==> src/rtl/xnor_conv_pipe.sv <==
// xnor_conv_pipe
// Three-stage binary 3x3 convolution engine. Consumes one 3-bit column per
// accepted cycle, keeps a sliding 3-column window, XNOR-matches it against a
// 9-bit kernel and emits one thresholded bit per complete window, tagged with
// its output column index.
//
// Stream semantics: col_valid qualifies col_in, row_last and the column count
// for exactly one cycle. There is no ready signal; every valid column is
// consumed in the cycle it is presented. out_valid is a single-cycle pulse per
// window and out_bit/out_idx/out_last are meaningful only with it. There is no
// back-pressure, so the consumer must take every out_valid pulse.

module xnor_conv_pipe #(
    parameter int NCOL_MAX = 16,
    parameter int THRESH   = 5
) (
    input  logic        clk,
    input  logic        reset_b,
    input  logic        wt_load,
    input  logic [15:0] wt_in,
    input  logic        row_start,
    input  logic        col_valid,
    input  logic [2:0]  col_in,
    input  logic        row_last,
    output logic        out_valid,
    output logic        out_bit,
    output logic [3:0]  out_idx,
    output logic        out_last,
    output logic        busy,
    output logic        ovf
);

    localparam logic [4:0] COL_LIMIT = 5'(NCOL_MAX);
    localparam logic [3:0] THRESH_L  = 4'(THRESH);

    // Column bookkeeping and kernel
    logic [4:0] col_cnt_q, col_cnt_d;
    logic       ovf_q, ovf_d;
    logic [8:0] kern_q, kern_d;

    // Stage 0: sliding window (w0 newest, w2 oldest) and window tag
    logic [2:0] w0_q, w1_q, w2_q;
    logic       s0_valid_q;
    logic       s0_last_q;
    logic [3:0] s0_idx_q;

    // Stage 1: per-kernel-column full-adder results
    logic       s1_valid_q;
    logic       s1_last_q;
    logic [3:0] s1_idx_q;
    logic [2:0] s1_ones_q;
    logic [2:0] s1_twos_q;

    // Stage 2: output registers
    logic       out_valid_q;
    logic       out_bit_q;
    logic [3:0] out_idx_q;
    logic       out_last_q;

    // Combinational helpers
    logic [4:0] col_idx;
    logic       col_accept;
    logic       col_drop;
    logic       col_emit;
    logic [3:0] s0_idx_d;
    logic [8:0] win_bits;
    logic [8:0] match;
    logic [2:0] ones_d;
    logic [2:0] twos_d;
    logic [3:0] ones_sum;
    logic [2:0] twos_sum;
    logic [3:0] total;
    logic       out_bit_d;
    logic       unused_wt;

    // Kernel bits 15:9 carry no meaning for a 3x3 kernel.
    assign unused_wt = ^wt_in[15:9];

    // A row_start arriving with a column makes that column index 0.
    assign col_idx    = row_start ? 5'd0 : col_cnt_q;
    assign col_accept = col_valid && (col_idx != COL_LIMIT);
    assign col_drop   = col_valid && (col_idx == COL_LIMIT);
    assign col_emit   = col_accept && (col_idx >= 5'd2);
    assign s0_idx_d   = 4'(col_idx - 5'd2);

    // Next-state for the column counter, sticky overflow flag and kernel
    always_comb begin
        col_cnt_d = col_cnt_q;
        if (col_accept) begin
            // col_idx is below COL_LIMIT here, so the count saturates there.
            col_cnt_d = col_idx + 5'd1;
        end else if (row_start) begin
            col_cnt_d = 5'd0;
        end
        ovf_d  = ovf_q | col_drop;
        kern_d = wt_load ? wt_in[8:0] : kern_q;
    end

    // Column counter, overflow flag and kernel register
    always_ff @(posedge clk or negedge reset_b) begin
        if (!reset_b) begin
            col_cnt_q <= 5'd0;
            ovf_q     <= 1'b0;
            kern_q    <= 9'd0;
        end else begin
            col_cnt_q <= col_cnt_d;
            ovf_q     <= ovf_d;
            kern_q    <= kern_d;
        end
    end

    // Stage 0: shift the window on accepted columns and tag complete windows
    always_ff @(posedge clk or negedge reset_b) begin
        if (!reset_b) begin
            w0_q       <= 3'd0;
            w1_q       <= 3'd0;
            w2_q       <= 3'd0;
            s0_valid_q <= 1'b0;
            s0_last_q  <= 1'b0;
            s0_idx_q   <= 4'd0;
        end else begin
            if (col_accept) begin
                w2_q <= w1_q;
                w1_q <= w0_q;
                w0_q <= col_in;
            end
            s0_valid_q <= col_emit;
            // last is masked by emit so a short row never flags out_last.
            s0_last_q  <= col_emit & row_last;
            if (col_emit) begin
                s0_idx_q <= s0_idx_d;
            end
        end
    end

    // Window laid out like the kernel: bit 3*r+k is row r of kernel column k,
    // with kernel column 0 being the oldest window column.
    for (genvar r = 0; r < 3; r++) begin : g_win_row
        assign win_bits[3*r+0] = w2_q[r];
        assign win_bits[3*r+1] = w1_q[r];
        assign win_bits[3*r+2] = w0_q[r];
    end

    assign match = ~(win_bits ^ kern_q);

    // Full-add the three row matches of each kernel column
    always_comb begin
        ones_d = 3'd0;
        twos_d = 3'd0;
        for (int k = 0; k < 3; k++) begin
            ones_d[k] = match[k] ^ match[k+3] ^ match[k+6];
            twos_d[k] = (match[k]   & match[k+3]) |
                        (match[k]   & match[k+6]) |
                        (match[k+3] & match[k+6]);
        end
    end

    // Stage 1: register the partial sums against the current kernel
    always_ff @(posedge clk or negedge reset_b) begin
        if (!reset_b) begin
            s1_valid_q <= 1'b0;
            s1_last_q  <= 1'b0;
            s1_idx_q   <= 4'd0;
            s1_ones_q  <= 3'd0;
            s1_twos_q  <= 3'd0;
        end else begin
            s1_valid_q <= s0_valid_q;
            s1_last_q  <= s0_last_q;
            if (s0_valid_q) begin
                s1_idx_q  <= s0_idx_q;
                s1_ones_q <= ones_d;
                s1_twos_q <= twos_d;
            end
        end
    end

    // Reduce: total = popcount(ones) + 2*popcount(twos), at most 9.
    assign ones_sum  = 4'(s1_ones_q[0]) + 4'(s1_ones_q[1]) + 4'(s1_ones_q[2]);
    assign twos_sum  = 3'(s1_twos_q[0]) + 3'(s1_twos_q[1]) + 3'(s1_twos_q[2]);
    assign total     = ones_sum + {twos_sum, 1'b0};
    assign out_bit_d = (total >= THRESH_L);

    // Stage 2: register the thresholded result and its tag
    always_ff @(posedge clk or negedge reset_b) begin
        if (!reset_b) begin
            out_valid_q <= 1'b0;
            out_bit_q   <= 1'b0;
            out_idx_q   <= 4'd0;
            out_last_q  <= 1'b0;
        end else begin
            out_valid_q <= s1_valid_q;
            out_last_q  <= s1_last_q;
            if (s1_valid_q) begin
                out_bit_q <= out_bit_d;
                out_idx_q <= s1_idx_q;
            end
        end
    end

    assign out_valid = out_valid_q;
    assign out_bit   = out_bit_q;
    assign out_idx   = out_idx_q;
    assign out_last  = out_last_q;
    assign ovf       = ovf_q;
    assign busy      = s0_valid_q | s1_valid_q | out_valid_q;

endmodule

==> config.mk <==
export PLATFORM = sky130hd
export DESIGN_NAME = xnor_conv_pipe
export DESIGN_NICKNAME = d
export VERILOG_FILES = /design/src/rtl/xnor_conv_pipe.sv
export SDC_FILE = /design/constraint.sdc
export NUM_CORES = 1
export LEC_CHECK = 0
export CAP_MARGIN = 30
export CELL_PAD_IN_SITES_DETAIL_PLACEMENT = 1
export CELL_PAD_IN_SITES_GLOBAL_PLACEMENT = 2
export CORE_UTILIZATION = 39
export CTS_CLUSTER_SIZE = 28
export DETAILED_ROUTE_END_ITERATION = 10
export HOLD_SLACK_MARGIN = 0.12
export PLACE_DENSITY_LB_ADDON = 0.1
export SYNTH_ARGS = -nofsm -noshare
export SYNTH_HDL_FRONTEND = slang
export SYNTH_SLANG_ARGS = --single-unit
==> constraint.sdc <==
create_clock -name clk -period 2.6 [get_ports clk]
set_input_delay 0.78 -clock clk [delete_from_list [all_inputs] [get_ports clk]]
set_output_delay 0.78 -clock clk [all_outputs]
set_load 0.02 [all_outputs]
-- Yosys cells after proc, flatten, opt, wreduce, memory -nomap -nowiden
Cells that the tools add are included.
- output and inout port bits: 9
- logic and storage cells: 61
- bits in registers: 49
- input bits: 25
- reductions and logical operators: 3
- $add $sub $neg: 7
- equality and inequality tests: 2
- bitwise gates (word level): 27
- order comparisons: 2
- muxes and demuxes: 2
- operators by type and width (kind ; count):
    bitwise AND 1 bit ; 10
    2-to-1 mux 5 bit ; 2
    inverter 9 bit ; 1
    OR 1 bit ; 9
    XOR 9 bit ; 1
    adder 2 x 1 -> 3 bit ; 2
    XOR 1 bit ; 6
    adder 5 x 1 -> 5 bit (second input constant) ; 1
    == test 5 bit (second input constant) ; 1
    greater-or-equal comparator 5 x 2 -> 1 bit (second input constant) ; 1
    != test 5 bit (second input constant) ; 1
    adder 1 x 1 -> 2 bit ; 2
    adder 3 x 4 -> 4 bit ; 1
    greater-or-equal comparator 4 x 3 -> 1 bit (second input constant) ; 1
    subtractor 4 x 2 -> 4 bit (second input constant) ; 1
    logical AND 1 bit ; 3

-- Longest topological paths before layout
- depth in word-level cells: 5
- depth in mapped cells: 9
- mapped depth without buffers: 7

-- Worst setup path after synthesis
OpenSTA, ideal clock, no wires.
- path type: input port to flip-flop
- from: in row_start
- to: reg s0_idx_q[0]
- path buffers: 2
- arrival time: 2.135 ns
- stages on the path: 8
- setup time: 0.125 ns
- setup slack: 0.340 ns
- data required time: 2.475 ns
- cells stage by stage: buf_6 > nand2b_1 > ha_1 > nand2_1 > o41a_1 > buf_6 > nand2_2 > mux2_2
- cells in the longest elaborated chain, start to end: 4
- elaborated cells on any way between the ends: 6
- those cells by class: 1 x add/sub; 1 x order compare; 1 x eq/ne; 1 x mux; 2 x reduce/logical
- RTL lines (item ; line ; source):
    from (decl) ; 21 ; input logic row_start,
    2-to-1 mux 5 bit * ; -- ;
    parallel branches: the longest is 3 deep, another holds greater-or-equal comparator 5 x 2 -> 1 bit ; -- ;
    to (signal assigned) ; 131 ; s0_idx_q <= s0_idx_d;
    to (decl) ; 45 ; logic [3:0] s0_idx_q;
Mark *: on every way between the ends.
A chain may end at the register's enable or synchronous reset.

-- Worst setup path after layout
- from: reg s1_valid_q
- to: out busy
- cells in the longest elaborated chain, start to end: 2
- RTL lines (item ; line ; source):
    from (decl) ; 48 ; logic s1_valid_q;
    from (signal assigned) ; 167 ; s1_valid_q <= s0_valid_q;
    OR 1 bit (2 in a row) ; 205 ; assign busy = s0_valid_q | s1_valid_q | out_valid_q;
    to (decl) ; 29 ; output logic busy,
Every way passes these cells.

==> results by group <==
Outcome
  • Status: complete, no violations

Clock network
  • Post CTS Setup Buffer Count: 0
  • Worst-skew pair later-pin latency: 0.31 ns
  • Root buffer cell: clkbuf_8
  • Clock slew seen by the registers of the worst setup and hold paths: 0.10 ns
  • Clk sinks: 49
  • Clock tree buffer depth: 2
  • CTS Buf Count: 5
  • CTS tree: yes
  • Post-CTS Hold Buffers: 0
  • Resized cells post-CTS: 0
  • H-tree depth: 2

Die
  • Core Region: 5240 um2
  • Top-Level Pins: 34
  • Die W: 76.7 um
  • Die ar.: 5880 um2
  • Starting Density: 0.415
  • DIE HEIGHT: 76.7 um
  • Cell Rows: 26

Logic synthesis
  • Syn_nets: 191
  • Top cells by area, synth: dfrtp_1, mux2_2, xnor2_1
  • Yosys top cell area share: 0.564
  • Flops & latches, synth: 49
  • Mapped Cells: 155
  • Leading area contributor after synthesis: dfrtp_1
  • YS warnings: 0
  • Seq/Total Area, Yosys: 0.564
  • Mapped Area: 2170 um2
  • Avg Inst Size Synth: 14.0 um2
  • Distinct cells, synth: 28

Critical path
  • Worst EP arrival: 1.75 ns
  • CP max stage delay: 0.55 ns
  • Crit end category: primary output
  • CP Launch Type: flop
  • Required @ worst endpoint: 1.82 ns
  • Worst path slowest cell: clkdlybuf4s50_1
  • CP Max Fanout: 8
  • WP buf/inv: 1
  • CP top delay family: buffers and inverters
  • Setup CP Type: reg -> out
  • Critical-path cell list: or3_1 -> clkdlybuf4s50_1

STA
  • Final worst slack: 0.0661 ns
  • RSZ-0062 raised after global routing: no
  • TNS Setup: 0 ns
  • Slew margin rel.: 0.618
  • Worst Skew: 0.0118 ns
  • Final Hold Slack: 0.365 ns
  • Slew @ Worst Pin: 0.574 ns
  • # setup viols final: 0
  • Final hold vios: 0
  • Crit share post-route: 0.975
  • Fmax: 395 MHz
  • Post-route minimum period: 2.53 ns
  • Slew Viols, Final: 0

Power
  • Power Density: 804 nW/um2
  • Peak VDD IR: 0.295 mV
  • Leak Pwr: 0.00119 uW

GRT
  • Overall Global Routing Usage: 0.149
  • Vias in the first global route: 1364
  • Largest net degree at the start of global routing: 28
  • GRT overflow: 0
  • Global-route wire length before repair: 6.77 mm
  • Initial antenna violation count: 0

Run
  • Max Cap Violations: 0

Drt
  • Number of routed nets with antenna violations: 0
  • Routed vias/inst: 4.70
  • Via count: 1241
  • Post-Route WL: 3.94 mm
  • Drt drc: 0
  • Router iterations before antenna repair: 2
  • DR WL/cell: 14.9 um
  • First DRT Iteration DRCs: 51

Place
  • HPWL after detailed placement: 3.03 mm
  • GPL Wtd Cong: 0.763
  • Port Buf Inserts: 26
  • Dpl ws: -0.173 ns

Cells and area
  • Share of cells above drive strength 1: 0.278
  • Final nets: 229
  • Ant diodes: 0
  • Most frequent cells in the layout: dfrtp_1, mux2_2, clkdlybuf4s50_1
  • Area Growth Syn to Fin: 22.2%
  • Commonest non-fill, non-tap cell in the layout: dfrtp_1

Min path
  • Min-delay worst type: reg -> reg
[logic make-up after synthesis]
kind of cell	synth area share
flops	0.564
mux	0.177
simple gates	0.0455
buf+inv	0.0414
xor+xnor	0.0564
compound gates	0.0345
fa+ha+maj	0.0806
[final cells by class]
type	count	area, um2
Sequential cell	49	1230
Tap cell	70	87.6
Clock inverter	3	25.0
Fill cell	538	2580
Multi-Input combinational cell	89	857
Inverter	11	41.3
Timing Repair Buffer	37	350
Clock buffer	5	68.8
[sequential cells by signal, summed over array words and instances, names as in the netlist]
| register | cells |
|---|---|
| ovf | 1 |
| s1_ones_q | 3 |
| s1_last_q | 1 |
| w2_q | 3 |
| col_cnt_q | 5 |
| w1_q | 3 |
| out_bit | 1 |
| s0_last_q | 1 |
| s0_idx_q | 4 |
| s1_twos_q | 3 |
| out_valid | 1 |
| s0_valid_q | 1 |
| out_last | 1 |
| out_idx | 4 |
| kern_q | 9 |
| w0_q | 3 |
| s1_valid_q | 1 |
| s1_idx_q | 4 |
[cell usage after synthesis]
master / instances
a21o_1: 1
a31oi_1: 2
a41o_1: 1
and3_1: 1
buf_6: 2
buf_8: 1
clkbuf_1: 3
dfrtp_1: 49
fa_1: 5
ha_1: 6
inv_1: 10
inv_2: 1
mux2_2: 28
mux2_4: 4
mux2i_1: 1
nand2_1: 6
nand2_2: 1
nand2b_1: 4
nand3_1: 1
nand4_1: 1
nor2_1: 4
nor4_1: 1
o21ai_0: 5
o221ai_1: 1
o41a_1: 1
or3_1: 1
xnor2_1: 12
xor2_1: 2
[layer usage]
metal	GRT usage	vias to the layer above	share of wire
met2	0.250	23	0.50
met4	0.0462	0	0.010
met3	0.0357	4	0.030
met5	0	-	0
met1	0.192	623	0.46
li1	-	591	-
[where the power goes]
| group | switching (uW) | total [uW] | leakage [uW] | internal (uW) |
|---|---|---|---|---|
| Combinational | 281 | 623 | 0.000560 | 342 |
| Sequential | 105 | 1040 | 0.000588 | 938 |
| Clock | 274 | 470 | 0.0000452 | 196 |
[metrics by stage]
stage	cell area [um2]	total power, uW	std cells	utilization
4_1_cts	2660	2180	264	0.507
5_1_grt	2660	2290	264	0.507
3_3_place_gp	2560	1660	256	0.489
2_1_floorplan	2170	1450	155	-
6_report	2660	2140	264	0.507
3_5_place_dp	2560	1700	256	0.489
[final timing paths]
check / from / to / slack [ns] / cells after the start
max in group asynchronous: reset_b / w2_q[0] / 1.60 / 2
setup / recovery: s1_valid_q / busy / 0.07 / 2
setup reg to reg: col_cnt_q[0] / w0_q[1] / 0.84 / 6
hold / removal: s1_last_q / out_last / 0.36 / 0
hold reg to reg: s1_last_q / out_last / 0.36 / 0
min in group asynchronous: reset_b / s0_idx_q[3] / 0.46 / 1
No activity file was read; power rests on OpenSTA's default activity.
